<file path="src/rtl/multi_timer_pkg.sv">
// Shared types and helpers for the multi-channel countdown timer.
package multi_timer_pkg;

  typedef enum logic {
    MODE_ONESHOT  = 1'b0,
    MODE_PERIODIC = 1'b1
  } mode_e;

  typedef enum logic {
    ST_IDLE = 1'b0,
    ST_RUN  = 1'b1
  } chan_state_e;

  // Prescaler counter width; at least one bit so PRESCALE=1 still has a legal register.
  function automatic int unsigned presc_width(input int unsigned presc);
    return (presc <= 1) ? 1 : $clog2(presc);
  endfunction

endpackage

</file>
<file path="src/rtl/timer_channel.sv">
// One down-counting timer channel: reload/mode latch, expiry pulse and sticky status.
module timer_channel
  import multi_timer_pkg::*;
#(
  parameter int unsigned WIDTH = 8
) (
  input  logic             clk,
  input  logic             g_reset,
  input  logic             tick_i,
  input  logic             start_i,
  input  logic             stop_i,
  input  logic             periodic_i,
  input  logic             clear_i,
  input  logic [WIDTH-1:0] load_i,
  output logic             expired_o,
  output logic             busy_o,
  output logic             status_o,
  output logic [WIDTH-1:0] count_o
);

  chan_state_e      state_q, state_d;
  mode_e            mode_q, mode_d;
  logic [WIDTH-1:0] cnt_q, cnt_d;
  logic [WIDTH-1:0] rel_q, rel_d;
  logic             exp_q, exp_d;
  logic             sts_q, sts_d;

  always_ff @(posedge clk or negedge g_reset) begin
    if (!g_reset) begin
      state_q <= ST_IDLE;
      mode_q  <= MODE_ONESHOT;
      cnt_q   <= '0;
      rel_q   <= '0;
      exp_q   <= 1'b0;
      sts_q   <= 1'b0;
    end else begin
      state_q <= state_d;
      mode_q  <= mode_d;
      cnt_q   <= cnt_d;
      rel_q   <= rel_d;
      exp_q   <= exp_d;
      sts_q   <= sts_d;
    end
  end

  // Priority: start (load/retrigger) > stop > tick-driven countdown.
  always_comb begin
    state_d = state_q;
    mode_d  = mode_q;
    cnt_d   = cnt_q;
    rel_d   = rel_q;
    exp_d   = 1'b0;
    sts_d   = sts_q & ~clear_i;

    if (start_i) begin
      rel_d  = load_i;
      mode_d = periodic_i ? MODE_PERIODIC : MODE_ONESHOT;
      if (load_i != '0) begin
        state_d = ST_RUN;
        cnt_d   = load_i;
      end else begin
        // Zero load expires immediately and never enters RUN, even in periodic mode.
        state_d = ST_IDLE;
        cnt_d   = '0;
        exp_d   = 1'b1;
      end
    end else if (stop_i) begin
      state_d = ST_IDLE;
      cnt_d   = '0;
    end else if (state_q == ST_RUN && tick_i) begin
      if (cnt_q > WIDTH'(1)) begin
        cnt_d = cnt_q - WIDTH'(1);
      end else begin
        exp_d = 1'b1;
        if (mode_q == MODE_PERIODIC) begin
          cnt_d = rel_q;
        end else begin
          state_d = ST_IDLE;
          cnt_d   = '0;
        end
      end
    end

    if (exp_d) begin
      sts_d = 1'b1;
    end
  end

  assign expired_o = exp_q;
  assign busy_o    = (state_q == ST_RUN);
  assign status_o  = sts_q;
  assign count_o   = cnt_q;

endmodule

</file>
<file path="src/rtl/multi_timer.sv">
// N-channel countdown timer bank sharing one free-running prescaled tick.
module multi_timer
  import multi_timer_pkg::*;
#(
  parameter int unsigned N_CH     = 4,
  parameter int unsigned WIDTH    = 8,
  parameter int unsigned PRESCALE = 1
) (
  input  logic                  clk,
  input  logic                  g_reset,
  input  logic [N_CH*WIDTH-1:0] load_value,
  input  logic [N_CH-1:0]       start,
  input  logic [N_CH-1:0]       stop,
  input  logic [N_CH-1:0]       periodic,
  input  logic [N_CH-1:0]       clear,
  output logic [N_CH-1:0]       expired,
  output logic [N_CH-1:0]       busy,
  output logic [N_CH-1:0]       status,
  output logic [N_CH*WIDTH-1:0] count,
  output logic                  irq
);

  localparam int unsigned PW = presc_width(PRESCALE);

  logic [PW-1:0] presc_q, presc_d;
  logic          tick;

  // Free-running prescaler; never restarted by channel activity.
  assign tick = (presc_q == PW'(PRESCALE - 1));

  always_comb begin
    presc_d = presc_q + PW'(1);
    if (tick) begin
      presc_d = '0;
    end
  end

  always_ff @(posedge clk or negedge g_reset) begin
    if (!g_reset) begin
      presc_q <= '0;
    end else begin
      presc_q <= presc_d;
    end
  end

  for (genvar i = 0; i < N_CH; i++) begin : g_ch
    timer_channel #(
      .WIDTH(WIDTH)
    ) u_ch (
      .clk        (clk),
      .g_reset    (g_reset),
      .tick_i     (tick),
      .start_i    (start[i]),
      .stop_i     (stop[i]),
      .periodic_i (periodic[i]),
      .clear_i    (clear[i]),
      .load_i     (load_value[i*WIDTH +: WIDTH]),
      .expired_o  (expired[i]),
      .busy_o     (busy[i]),
      .status_o   (status[i]),
      .count_o    (count[i*WIDTH +: WIDTH])
    );
  end

  assign irq = |status;

endmodule

</file>
<file path="config.mk">
export PLATFORM = sky130hd
export DESIGN_NAME = multi_timer
export DESIGN_NICKNAME = d
export VERILOG_FILES = /design/src/rtl/multi_timer_pkg.sv /design/src/rtl/timer_channel.sv /design/src/rtl/multi_timer.sv
export SDC_FILE = /design/constraint.sdc
export NUM_CORES = 1
export LEC_CHECK = 0
export BUFFER_PORTS_ARGS = -buffer_cell sky130_fd_sc_hd__buf_4
export CORE_UTILIZATION = 45
export CTS_CLUSTER_DIAMETER = 80
export DETAILED_ROUTE_END_ITERATION = 10
export PLACE_DENSITY = 0.68
export SKIP_LAST_GASP = 1
export SLEW_MARGIN = 20
export SYNTH_ARGS = -nofsm -noshare
export SYNTH_HDL_FRONTEND = slang
export SYNTH_SLANG_ARGS = --single-unit
</file>
<file path="constraint.sdc">
create_clock -name clk -period 2.9 [get_ports clk]
set_clock_uncertainty 0.1 [all_clocks]
set_input_delay 0.435 -clock clk [delete_from_list [all_inputs] [get_ports clk]]
set_output_delay 0.435 -clock clk [all_outputs]
set_load 0.02 [all_outputs]
</file>
==> results.md <==
- Outcome: finished, final reports clean
- Req. time, crit path: ~3 ns
- Max-cap viol count: 0
- Post-synth EDFFs: 0
- Synth Cell Area: around 0.0045 mm^2
- Routed Antenna Nets: 0
- Final Slew Violations: 0
- Input/output buffers: between 90 and 100
- CTS Buffer Depth: 2
- Num rows: 35
- Fillers: between 800 and 900
- Initial Util: 0.474
- Gate Count Post-Synth: between 400 and 500
- Worst slew margin: 0.424
- Startpoint Class: flop
- Peak VDD IR: 273 uV
- Syn avg cell area: between 9 and 10 um^2
- F_max: approximately 0.44 GHz
- Worst Setup EP: g_ch[1].u_ch.count_o[2]
- Register area share after synthesis: 0.449
- Final nets: approximately 600
- Reg2reg end: g_ch[1].u_ch.count_o[2]
- CTS tree: yes
- CP max stage delay: 0.70 ns
- CP Class: flop to flop
- Hold_buf cts: 0
- Die Footprint: ~0.010 mm^2
- Sink Count: 80
- Crit path from: g_ch[1].u_ch.count_o[0]
- Netlist cell types: 56
- Io pins: between 90 and 100
- Worst-skew pair later-pin latency: between 0.3 and 0.4 ns
- Synth area leader: dfrtp_1
- Internal reg-to-reg setup slack: between 0.6 and 0.7 ns
- Top cells by area, synth: dfrtp_1 (45%), mux2_2 (7.3%), o21ai_0 (5.0%)
- DRC viols: 0
- Post-synthesis net count: between 500 and 600
- Final hold vios: 0
- Htree depth: 3
- Setup bufs post-CTS: 0
- Cell family with most CP delay: simple AND/OR/NAND/NOR gates
- Starting DRT DRC Count: roughly 150
- Worst r2r path cells: 6
- # diodes: 0
- Unrepaired setup endpoints after global routing: no
- Initial antenna violation count: 0
- Most instantiated cells after synthesis: dfrtp_1 (80), o21ai_0 (45), nand2_1 (42), mux2_2 (29), inv_1 (28)
- FF/Latch Area: approximately 0.002 mm^2
- Routed length per instance: between 15 and 20 um
- First-pass GRT wire length: 17,600 um
- Fin crit share: 0.779
- Clk root buf: clkbuf_8
- Count leader, synth: dfrtp_1
- CTS Buf Count: 9
- Vias in the first global route: between 3,000 and 4,000
- Layout area overhead: 21.7%
- Final setup viols: 0
- Commonest register cell after synthesis: dfrtp_1
- Drt total wl: about 11,000 um
- Gr ovfl total: 0
- CP Max Fanout: 7
- Worst r2r src: g_ch[1].u_ch.count_o[0]
- Setup tns final: 0 ns
- Crit path buf inv count: 1
- Worst Setup End Kind: flop
- DR vias/cell: about 5.8
- RePlAce Congestion: 0.861
- Flops & latches, synth: 80
- Total track usage: 0.218
- Pleak: 0.00242 uW
- Post-cts gate resize count: 0
- Die width: just over 100 um
- Core Region: ~0.0094 mm^2
- Async set-reset flop share out of synthesis: 1.00
- Post-synth top area share: 0.449
- Pwr/cell area: just under 600 mW/mm^2
- Critical Path Stages: 6
- Placed Instances: roughly 650
- Area of the multi-input gates: ~0.0022 mm^2
- Worst-path clk slew: around 0.080 ns
- Post-DP HPWL: around 7600 um
- Min cycle time layout: 2.26 ns
- Pre-antenna DRT Iters: 5
- Arr. time, crit path: 2.41 ns
- Worst-Margin Slew: around 0.86 ns
- Total number of vias: about 3,900
- Yosys warning count: 0
- HP Class: primary input to asynchronous set/reset pin
- Layout cell share with drive strength beyond 1: 0.286
- Slowest CP cell: or4b_1
- CP Cell Sequence: inv_1, ha_1, nor2_1, or4b_1, mux2_4, o21ai_1
- Die height: 102 um
- Final cell count without fillers: around 670
- Largest net degree at the start of global routing: just over 80
==> metal layers <==
| metal | wire length (um) | up-vias | track usage |
|---|---|---|---|
| met3 | 603 | 13 | 0.0276 |
| met1 | 4990 | 1876 | 0.307 |
| met2 | 5110 | 128 | 0.341 |
| met4 | 119 | 0 | 0.0858 |
| met5 | 0 | - | 0 |
| li1 | - | 1847 | - |
==> cells by family (layout without fill, tap and decap cells) <==
group / Yosys count / in the layout / synth area share
xor+xnor: 8 / 8 / 0.0157
flops: 80 / 80 / 0.449
simple gates: 124 / 124 / 0.149
compound gates: 145 / 145 / 0.211
mux: 35 / 35 / 0.0923
buf+inv: 58 / 138 / 0.0606
fa+ha+maj: 8 / 8 / 0.0224
==> sequential cells by signal (all words and copies together) (netlist names) <==
register / cells
g_ch.u_ch.rel_q: 32
g_ch.u_ch.expired_o: 4
g_ch.u_ch.mode_q: 4
g_ch.u_ch.status_o: 4
g_ch.u_ch.busy_o: 4
g_ch.u_ch.count_o: 32
==> worst min path at each step <==
stage,startpoint,endpoint,slack (ns),cells after the start
after floorplan,g_reset,g_ch[0].u_ch.busy_o,0.04,0
after global placement,g_ch[1].u_ch.status_o,g_ch[1].u_ch.status_o,0.38,1
after detailed placement,g_ch[0].u_ch.rel_q[2],g_ch[0].u_ch.rel_q[2],0.40,1
after CTS,clear[3],g_ch[3].u_ch.status_o,0.19,2
after global routing,g_reset,g_ch[0].u_ch.rel_q[4],0.09,1
final,g_reset,g_ch[0].u_ch.count_o[7],0.01,1
==> final cells by class <==
cell class,count,area share
timing repair buffer,95,0.132
sequential,80,0.369
inverter,28,0.0194
clock inverter,6,0.0244
tap,129,0.0297
multi-input combinational,320,0.403
clock buffer,9,0.0228
==> metrics by stage <==
stage	setup WS, ns	hold WS, ns	area [um^2]	total power (uW)	util
3_5_place_dp	0.664	0.397	5170	2100	0.549
3_3_place_gp	0.737	0.384	5170	2090	0.549
6_report	0.642	0.0136	5430	3130	0.577
4_1_cts	0.637	0.195	5430	3160	0.576
2_1_floorplan	0.676	0.0394	4460	1820	-
5_1_grt	0.539	0.0874	5430	3310	0.577
==> power breakdown <==
part           internal (uW)  total (uW)  switching, uW
logic                    344         723            380
registers               1220        1360            145
clock network            653        1050            394
==> worst reg2reg max path, stage by stage (launching register included) <==
cell and delay [ns]:
dfrtp_1 0.45, inv_1 0.08, ha_1 0.23, nor2_1 0.11, or4b_1 0.70, mux2_4 0.38
o21ai_1 0.12
==> placed cells by master, fill, tap and decap left out, types with 3 or more instances in the layout <==
| cell type | count |
|---|---|
| buf_4 | 94 |
| dfrtp_1 | 80 |
| o21ai_0 | 45 |
| nand2_1 | 42 |
| mux2_2 | 29 |
| inv_1 | 28 |
| nor2_1 | 22 |
| a21oi_1 | 19 |
| a22oi_1 | 17 |
| a31oi_1 | 16 |
| nor3_1 | 11 |
| nand3_1 | 9 |
| a32oi_1 | 9 |
| clkbuf_8 | 9 |
| or4_1 | 8 |
| ha_1 | 8 |
| o31ai_1 | 6 |
| xnor2_1 | 6 |
| mux2_4 | 5 |
| nor4_1 | 4 |
| o21ai_1 | 4 |
| bufinv_16 | 4 |
| nor4_4 | 3 |
| or2_2 | 3 |
| or3_1 | 3 |
| nor2b_1 | 3 |
| o31a_1 | 3 |
| nor3b_1 | 3 |
| and3_1 | 3 |
| nand4_1 | 3 |
| a2bb2oi_1 | 3 |
| o311ai_0 | 3 |
(Power assumes the default switching activity.)
